[src/rtl/uart_rx_packet_parser.sv]
// Frames UART bytes as SYNC/LEN/payload/CHECKSUM packets and replays good payloads on a valid/ready stream.
// Latency: first payload byte is presented the cycle after the checksum byte is accepted.
// Backpressure: i_ready low holds o_data/o_last/o_valid; bytes arriving while replaying are dropped with o_overrun.
module uart_rx_packet_parser #(
    parameter int          CLOCK_FREQUENCY = 50000000,
    parameter int          BAUD            = 115200,
    parameter int          MAX_LEN         = 16,
    parameter logic [7:0]  SYNC_BYTE       = 8'hA5,
    parameter int          TIMEOUT_CYCLES  = 20 * (CLOCK_FREQUENCY / BAUD)
) (
    input  logic       clk,
    input  logic       rst,
    input  logic [7:0] i_Rx_Byte,
    input  logic       i_Rx_valid,
    output logic [7:0] o_data,
    output logic       o_valid,
    input  logic       i_ready,
    output logic       o_last,
    output logic       o_pkt_done,
    output logic       o_err_csum,
    output logic       o_err_len,
    output logic       o_err_timeout,
    output logic       o_overrun,
    output logic       o_busy
);

    localparam int IW    = $clog2(MAX_LEN + 1);
    localparam int AW    = (MAX_LEN > 1) ? $clog2(MAX_LEN) : 1;
    localparam int DEPTH = 1 << AW;
    localparam int TW    = $clog2(TIMEOUT_CYCLES + 1);

    localparam logic [IW-1:0] IDX_ONE   = 1;
    localparam logic [TW-1:0] TMO_ONE   = 1;
    localparam logic [TW-1:0] TMO_LAST  = TW'(TIMEOUT_CYCLES - 1);
    localparam logic [7:0]    MAX_LEN_B = 8'(MAX_LEN);

    typedef enum logic [2:0] {
        S_HUNT,
        S_LEN,
        S_PAYLOAD,
        S_CSUM,
        S_SEND
    } state_t;

    state_t          state_q, state_d;
    logic [IW-1:0]   len_q, len_d;
    logic [IW-1:0]   idx_q, idx_d;
    logic [7:0]      csum_q, csum_d;
    logic [TW-1:0]   tmo_q, tmo_d;
    logic            err_csum_q, err_csum_d;
    logic            err_len_q, err_len_d;
    logic            err_tmo_q, err_tmo_d;
    logic            overrun_q, overrun_d;
    logic            pkt_done_q, pkt_done_d;
    logic            wr_en;
    logic [7:0]      pbuf_q [DEPTH];

    logic            at_last;
    logic            expired;

    // Index points at the final payload byte; drives both the PAYLOAD exit and o_last.
    assign at_last = (idx_q == (len_q - IDX_ONE));
    // Idle budget between bytes is used up; a byte arriving this same cycle still takes priority.
    assign expired = (tmo_q == TMO_LAST);

    // State and counter registers with synchronous reset.
    always_ff @(posedge clk) begin
        if (rst) begin
            state_q    <= S_HUNT;
            len_q      <= '0;
            idx_q      <= '0;
            csum_q     <= '0;
            tmo_q      <= '0;
            err_csum_q <= 1'b0;
            err_len_q  <= 1'b0;
            err_tmo_q  <= 1'b0;
            overrun_q  <= 1'b0;
            pkt_done_q <= 1'b0;
        end else begin
            state_q    <= state_d;
            len_q      <= len_d;
            idx_q      <= idx_d;
            csum_q     <= csum_d;
            tmo_q      <= tmo_d;
            err_csum_q <= err_csum_d;
            err_len_q  <= err_len_d;
            err_tmo_q  <= err_tmo_d;
            overrun_q  <= overrun_d;
            pkt_done_q <= pkt_done_d;
        end
    end

    // Payload storage; contents are only observed in SEND so it needs no reset.
    always_ff @(posedge clk) begin
        if (wr_en) begin
            pbuf_q[idx_q[AW-1:0]] <= i_Rx_Byte;
        end
    end

    // Next-state logic: packet framing, checksum accumulation, timeout and replay handshakes.
    always_comb begin
        state_d    = state_q;
        len_d      = len_q;
        idx_d      = idx_q;
        csum_d     = csum_q;
        tmo_d      = '0;
        err_csum_d = 1'b0;
        err_len_d  = 1'b0;
        err_tmo_d  = 1'b0;
        overrun_d  = 1'b0;
        pkt_done_d = 1'b0;
        wr_en      = 1'b0;

        case (state_q)
            S_HUNT: begin
                if (i_Rx_valid && (i_Rx_Byte == SYNC_BYTE)) begin
                    state_d = S_LEN;
                end
            end

            S_LEN: begin
                if (i_Rx_valid) begin
                    if ((i_Rx_Byte == 8'h00) || (i_Rx_Byte > MAX_LEN_B)) begin
                        err_len_d = 1'b1;
                        state_d   = S_HUNT;
                    end else begin
                        len_d   = IW'(i_Rx_Byte);
                        csum_d  = i_Rx_Byte;
                        idx_d   = '0;
                        state_d = S_PAYLOAD;
                    end
                end else if (expired) begin
                    err_tmo_d = 1'b1;
                    state_d   = S_HUNT;
                end else begin
                    tmo_d = tmo_q + TMO_ONE;
                end
            end

            S_PAYLOAD: begin
                if (i_Rx_valid) begin
                    wr_en  = 1'b1;
                    csum_d = csum_q + i_Rx_Byte;
                    idx_d  = idx_q + IDX_ONE;
                    if (at_last) begin
                        state_d = S_CSUM;
                    end
                end else if (expired) begin
                    err_tmo_d = 1'b1;
                    state_d   = S_HUNT;
                end else begin
                    tmo_d = tmo_q + TMO_ONE;
                end
            end

            S_CSUM: begin
                if (i_Rx_valid) begin
                    if (i_Rx_Byte == csum_q) begin
                        idx_d   = '0;
                        state_d = S_SEND;
                    end else begin
                        err_csum_d = 1'b1;
                        state_d    = S_HUNT;
                    end
                end else if (expired) begin
                    err_tmo_d = 1'b1;
                    state_d   = S_HUNT;
                end else begin
                    tmo_d = tmo_q + TMO_ONE;
                end
            end

            S_SEND: begin
                // The buffer is single-packet, so anything arriving now (even SYNC) is lost.
                if (i_Rx_valid) begin
                    overrun_d = 1'b1;
                end
                if (i_ready) begin
                    if (at_last) begin
                        pkt_done_d = 1'b1;
                        idx_d      = '0;
                        state_d    = S_HUNT;
                    end else begin
                        idx_d = idx_q + IDX_ONE;
                    end
                end
            end

            default: begin
                state_d = S_HUNT;
            end
        endcase
    end

    assign o_valid       = (state_q == S_SEND);
    assign o_data        = o_valid ? pbuf_q[idx_q[AW-1:0]] : 8'h00;
    assign o_last        = o_valid && at_last;
    assign o_busy        = (state_q != S_HUNT);
    assign o_pkt_done    = pkt_done_q;
    assign o_err_csum    = err_csum_q;
    assign o_err_len     = err_len_q;
    assign o_err_timeout = err_tmo_q;
    assign o_overrun     = overrun_q;

endmodule

[config.mk]
export PLATFORM = sky130hd
export DESIGN_NAME = uart_rx_packet_parser
export DESIGN_NICKNAME = d
export VERILOG_FILES = /design/src/rtl/uart_rx_packet_parser.sv
export SDC_FILE = /design/constraint.sdc
export NUM_CORES = 1
export LEC_CHECK = 0
export BUFFER_PORTS_ARGS = -buffer_cell sky130_fd_sc_hd__buf_4
export CORE_UTILIZATION = 60
export DETAILED_ROUTE_END_ITERATION = 6
export PLACE_DENSITY_LB_ADDON = 0.2
export SYNTH_ARGS = -nofsm -noshare
export SYNTH_HDL_FRONTEND = slang
export SYNTH_SLANG_ARGS = --single-unit
export TNS_END_PERCENT = 20
[constraint.sdc]
create_clock -name clk -period 6.65 [get_ports clk]
set_input_delay 0 -clock clk [delete_from_list [all_inputs] [get_ports clk]]
set_output_delay 0 -clock clk [all_outputs]
set_load 0.02 [all_outputs]
==> impl_results.md <==
- Classification of the worst-slack hold path: register to register
- Sum of overflow across all layers after global routing: 0
- Area share of xor/xnor cells in the synthesized design: 0.0300
- Count of standard-cell rows: 39
- Seq. cell area: 4730 sq um
- Worst hold path startpoint: tmo_q[0]
- Skew final: 0.00845 ns
- Share of synthesized area spent on multiplexers: 0.137
- Area of the die: 12600 sq um
- Synth-to-layout area growth: 13.7%
- Sequential cell area fraction in the yosys report: 0.648
- Average wire per cell in the routed design: 22.0 um
- Num Clock Sinks: 172
- Sw Ratio: 0.191
- Launching element type of the critical path: register
- Initial antenna violation count: 0
- Number of buffers on the longest clock path: 2
- Net load switching power: 410 uW
- Vias per inst: 6.34
- Overall die width: 112 um
- DRT Pass-1 Iters: 7
- Final Max Slew Viols: 0
- Cell taking the most area after synthesis: sky130_fd_sc_hd__edfxtp_1
- Cell Chain, Critical Path: nand2b_1, nor3_1, nand2_1, nor3_1
- Synth warn: 0
- Antenna Violating Nets Remaining: 0
- Antenna diode instance count: 0
- Via count: 4287
- Maximum clock rate: 0.362 GHz
- Worst voltage drop across the vdd grid: 0.170 mV
- Share of the clock period used by the worst path after layout: 0.415
- Post-CTS setup buffer count: 0
- Internal power component: roughly 1.7 mW
- Post-Syn Nets: approximately 500
- Clock network latency to the later pin of the worst-skew pair: 0.43 ns
- WHS Path Cells: 1
- Fraction of registers with async set/reset: 0
- Cell types with the largest area share after synthesis: sky130_fd_sc_hd__edfxtp_1 (53%), sky130_fd_sc_hd__mux4_2 (12%), sky130_fd_sc_hd__dfxtp_1 (12%), sky130_fd_sc_hd__nor2_1 (2.6%), sky130_fd_sc_hd__ha_1 (2.2%)
- Resized cells post-CTS: 0
- First-pass GRT wire length: 23.9 mm
- Clock Root Buffer: sky130_fd_sc_hd__clkbuf_16
- Layout cell share with drive strength beyond 1: 0.191
- Nets@finish: roughly 550
- Die height: 112 um
- Final hold viol count: 0
- Total Wirelength: 14.9 mm
- Final design utilization: 0.714
- H-tree levels: 4
- Filler Cell Count: 748
- Post-synthesis register bit count: 172
- Depth of the worst register-to-register path: 4
- Compound-cell area share of the yosys netlist: 0.0410
- Portion of synthesized cell area occupied by the leading cell type: 0.527
- Number of port buffers: 27
- Standard cell with the maximum stage delay on the critical path: sky130_fd_sc_hd__nor3_1
- Yosys cell types: 45
- Area taken by multi-input logic gates: 2400 sq um
- Number of buffers created by CTS: 17
- Data arrival time of the worst path: 2.79 ns
- Commonest cells after routing, fill and taps aside: sky130_fd_sc_hd__edfxtp_1 (128), sky130_fd_sc_hd__nor2_1 (51), sky130_fd_sc_hd__dfxtp_1 (43)
- Pin count of the biggest net entering global routing: 33
- Mapped Area: ~7300 sq um
- Tmin final: 2.76 ns
- Pwr Density: 259 nW/um^2
- Largest driver fanout on the critical path: 8
- Crit-path most repeated cell: sky130_fd_sc_hd__nor3_1
- Floorplan core area: about 12000 sq um
- Tightest Pin Transition: 1.24 ns
- Remaining routing DRC violations: 2
- Post-Syn Area per Cell: 15.2 sq um
- Combinational family with the most area after synthesis: multiplexers
- Number of ports placed on the die boundary: 28
- Violated checks: DRC
- Req. time, crit path: between 6 and 7 ns
- Reg-to-Reg Start: state_q[0]
- Crit Path Category: register to register
- Maximum capacitance violations: 0
- Leakage power figure: 2.69 nW
- Post-synth EDFFs: 128
- Endpoint of the lowest-slack register-to-register path: pbuf_q[1][4]
- Clock-pin slew on the worst setup and hold paths: 0.06 ns
- RSZ-0062 raised after global routing: false
- Number of standard cells after synthesis: 481
- Post-detail-place hpwl: 9.15 mm
- Slowest cell delay on critical path: approximately 0.99 ns
- Arithmetic-cell share of the synthesized area counting full adders, half adders and majority gates: 0.0251
- Outcome: finished with violations
- Worst Hold Endpoint: tmo_q[0]
- GPL Wtd Cong: ~0.89
- Count of endpoints failing setup in the final report: 0
- Clock tree from TritonCTS: yes
- Post-route setup TNS: 0 ns
- Violation count after the first detailed-route iteration: 371
- Worst slew margin relative to its limit: 0.166
- Vias in the first global route: 4334
- Dominant synthesized flop cell: sky130_fd_sc_hd__edfxtp_1
- Initial core utilization: 0.628
- R2R setup slack: around 3.9 ns
- Simple logic cell fraction of the synthesized area: 0.0965
- Clock Power Share: 0.444
- Sequential fraction of design power: 0.536
- Combinational share of power: 0.020
- Most common library cell in the layout ignoring fill and taps: sky130_fd_sc_hd__edfxtp_1
- Worst setup EP type: register
- Total track usage: 0.262
==> state kept, by name (all words and copies together), names as in the netlist, named ones only <==
| name | cells |
|---|---|
| state_q | 3 |
| o_err_timeout | 1 |
| o_err_csum | 1 |
| o_pkt_done | 1 |
| len_q | 5 |
| pbuf_q | 128 |
| idx_q | 5 |
| o_err_len | 1 |
| o_overrun | 1 |
| csum_q | 8 |
| tmo_q | 14 |
==> timing repair <==
action	CTS	global route
endpoints found under the setup margin	0	0
hold buffers	12	0
hold endpoints to repair	149	0
==> final cells by class <==
type                            count  share of cell area
Multi-Input combinational cell    269               0.290
Sequential cell                   172               0.570
Clock inverter                      7              0.0110
Tap cell                          143              0.0216
Inverter                           18             0.00815
Clock buffer                       25              0.0574
Timing Repair Buffer               42              0.0417
==> kinds of logic after synthesis <==
| kind of cell | count (synthesis) |
|---|---|
| AO/OA/AOI/OAI | 39 |
| multiplexers | 50 |
| XOR/XNOR | 25 |
| buffers and inverters | 40 |
| adder cells (fa/ha/maj) | 14 |
| flip-flops | 172 |
| AND/OR/NAND/NOR | 141 |
==> routing by layer <==
metal,track usage,wire length (um),part of all wire
met1,0.330,6070,0.41
met2,0.443,7640,0.51
met3,0.0626,809,0.054
met4,0.102,335,0.023
met5,0,0,0
==> stage by stage <==
| stage | cells | area (sq um) | hold slack (ns) | worst slack, ns | power [mW] |
|---|---|---|---|---|---|
| global placement | 632 | 7600 | 0.309 | 4.10 | 1.21 |
| global route | 676 | 8290 | 0.488 | 3.61 | 2.20 |
| CTS | 676 | 8290 | 0.450 | 3.87 | 2.16 |
| floorplan | 481 | 7290 | 0.0989 | 4.51 | 1.19 |
| detailed placement | 632 | 7600 | 0.308 | 3.88 | 1.21 |
| finish | 676 | 8290 | 0.460 | 3.89 | 2.15 |
==> cell usage after synthesis (8+ instances only) <==
library cell                 n
sky130_fd_sc_hd__edfxtp_1  128
sky130_fd_sc_hd__mux4_2     40
sky130_fd_sc_hd__nand2_1    18
sky130_fd_sc_hd__or4_1       8
sky130_fd_sc_hd__ha_1       13
sky130_fd_sc_hd__mux2i_1    10
sky130_fd_sc_hd__xor2_1     11
sky130_fd_sc_hd__nor2_1     51
sky130_fd_sc_hd__nand3_1    16
sky130_fd_sc_hd__nor3_1     11
sky130_fd_sc_hd__and2_1     12
sky130_fd_sc_hd__xnor2_1    14
sky130_fd_sc_hd__clkbuf_1   13
sky130_fd_sc_hd__dfxtp_1    44
sky130_fd_sc_hd__inv_1      18
==> worst max path at each step <==
| stage | startpoint | to | depth (start not counted) |
|---|---|---|---|
| 6_report | state_q[0] | pbuf_q[1][4] | 4 |
| 3_3_place_gp | state_q[0] | pbuf_q[0][0] | 4 |
| 3_5_place_dp | state_q[0] | pbuf_q[1][6] | 4 |
| 5_1_grt | state_q[1] | pbuf_q[1][4] | 4 |
| 2_1_floorplan | len_q[0] | register | 9 |
| 4_1_cts | state_q[0] | pbuf_q[1][4] | 4 |
==> critical path: cells and delay by family, from the launching register on <==
| family | cells | cell delay, ns |
|---|---|---|
| simple gates | 4 | 2.01 |
| flops | 1 | 0.36 |
==> power by group through the flow <==
stage               logic (mW)  registers, mW  clock network, mW
global route            0.0470           1.15               1.01
CTS                     0.0428           1.15              0.964
finish                  0.0432           1.15              0.952
detailed placement      0.0377           1.17                  0
floorplan               0.0129           1.17                  0
global placement        0.0360           1.17                  0
No activity file was read; power rests on OpenSTA's default activity.
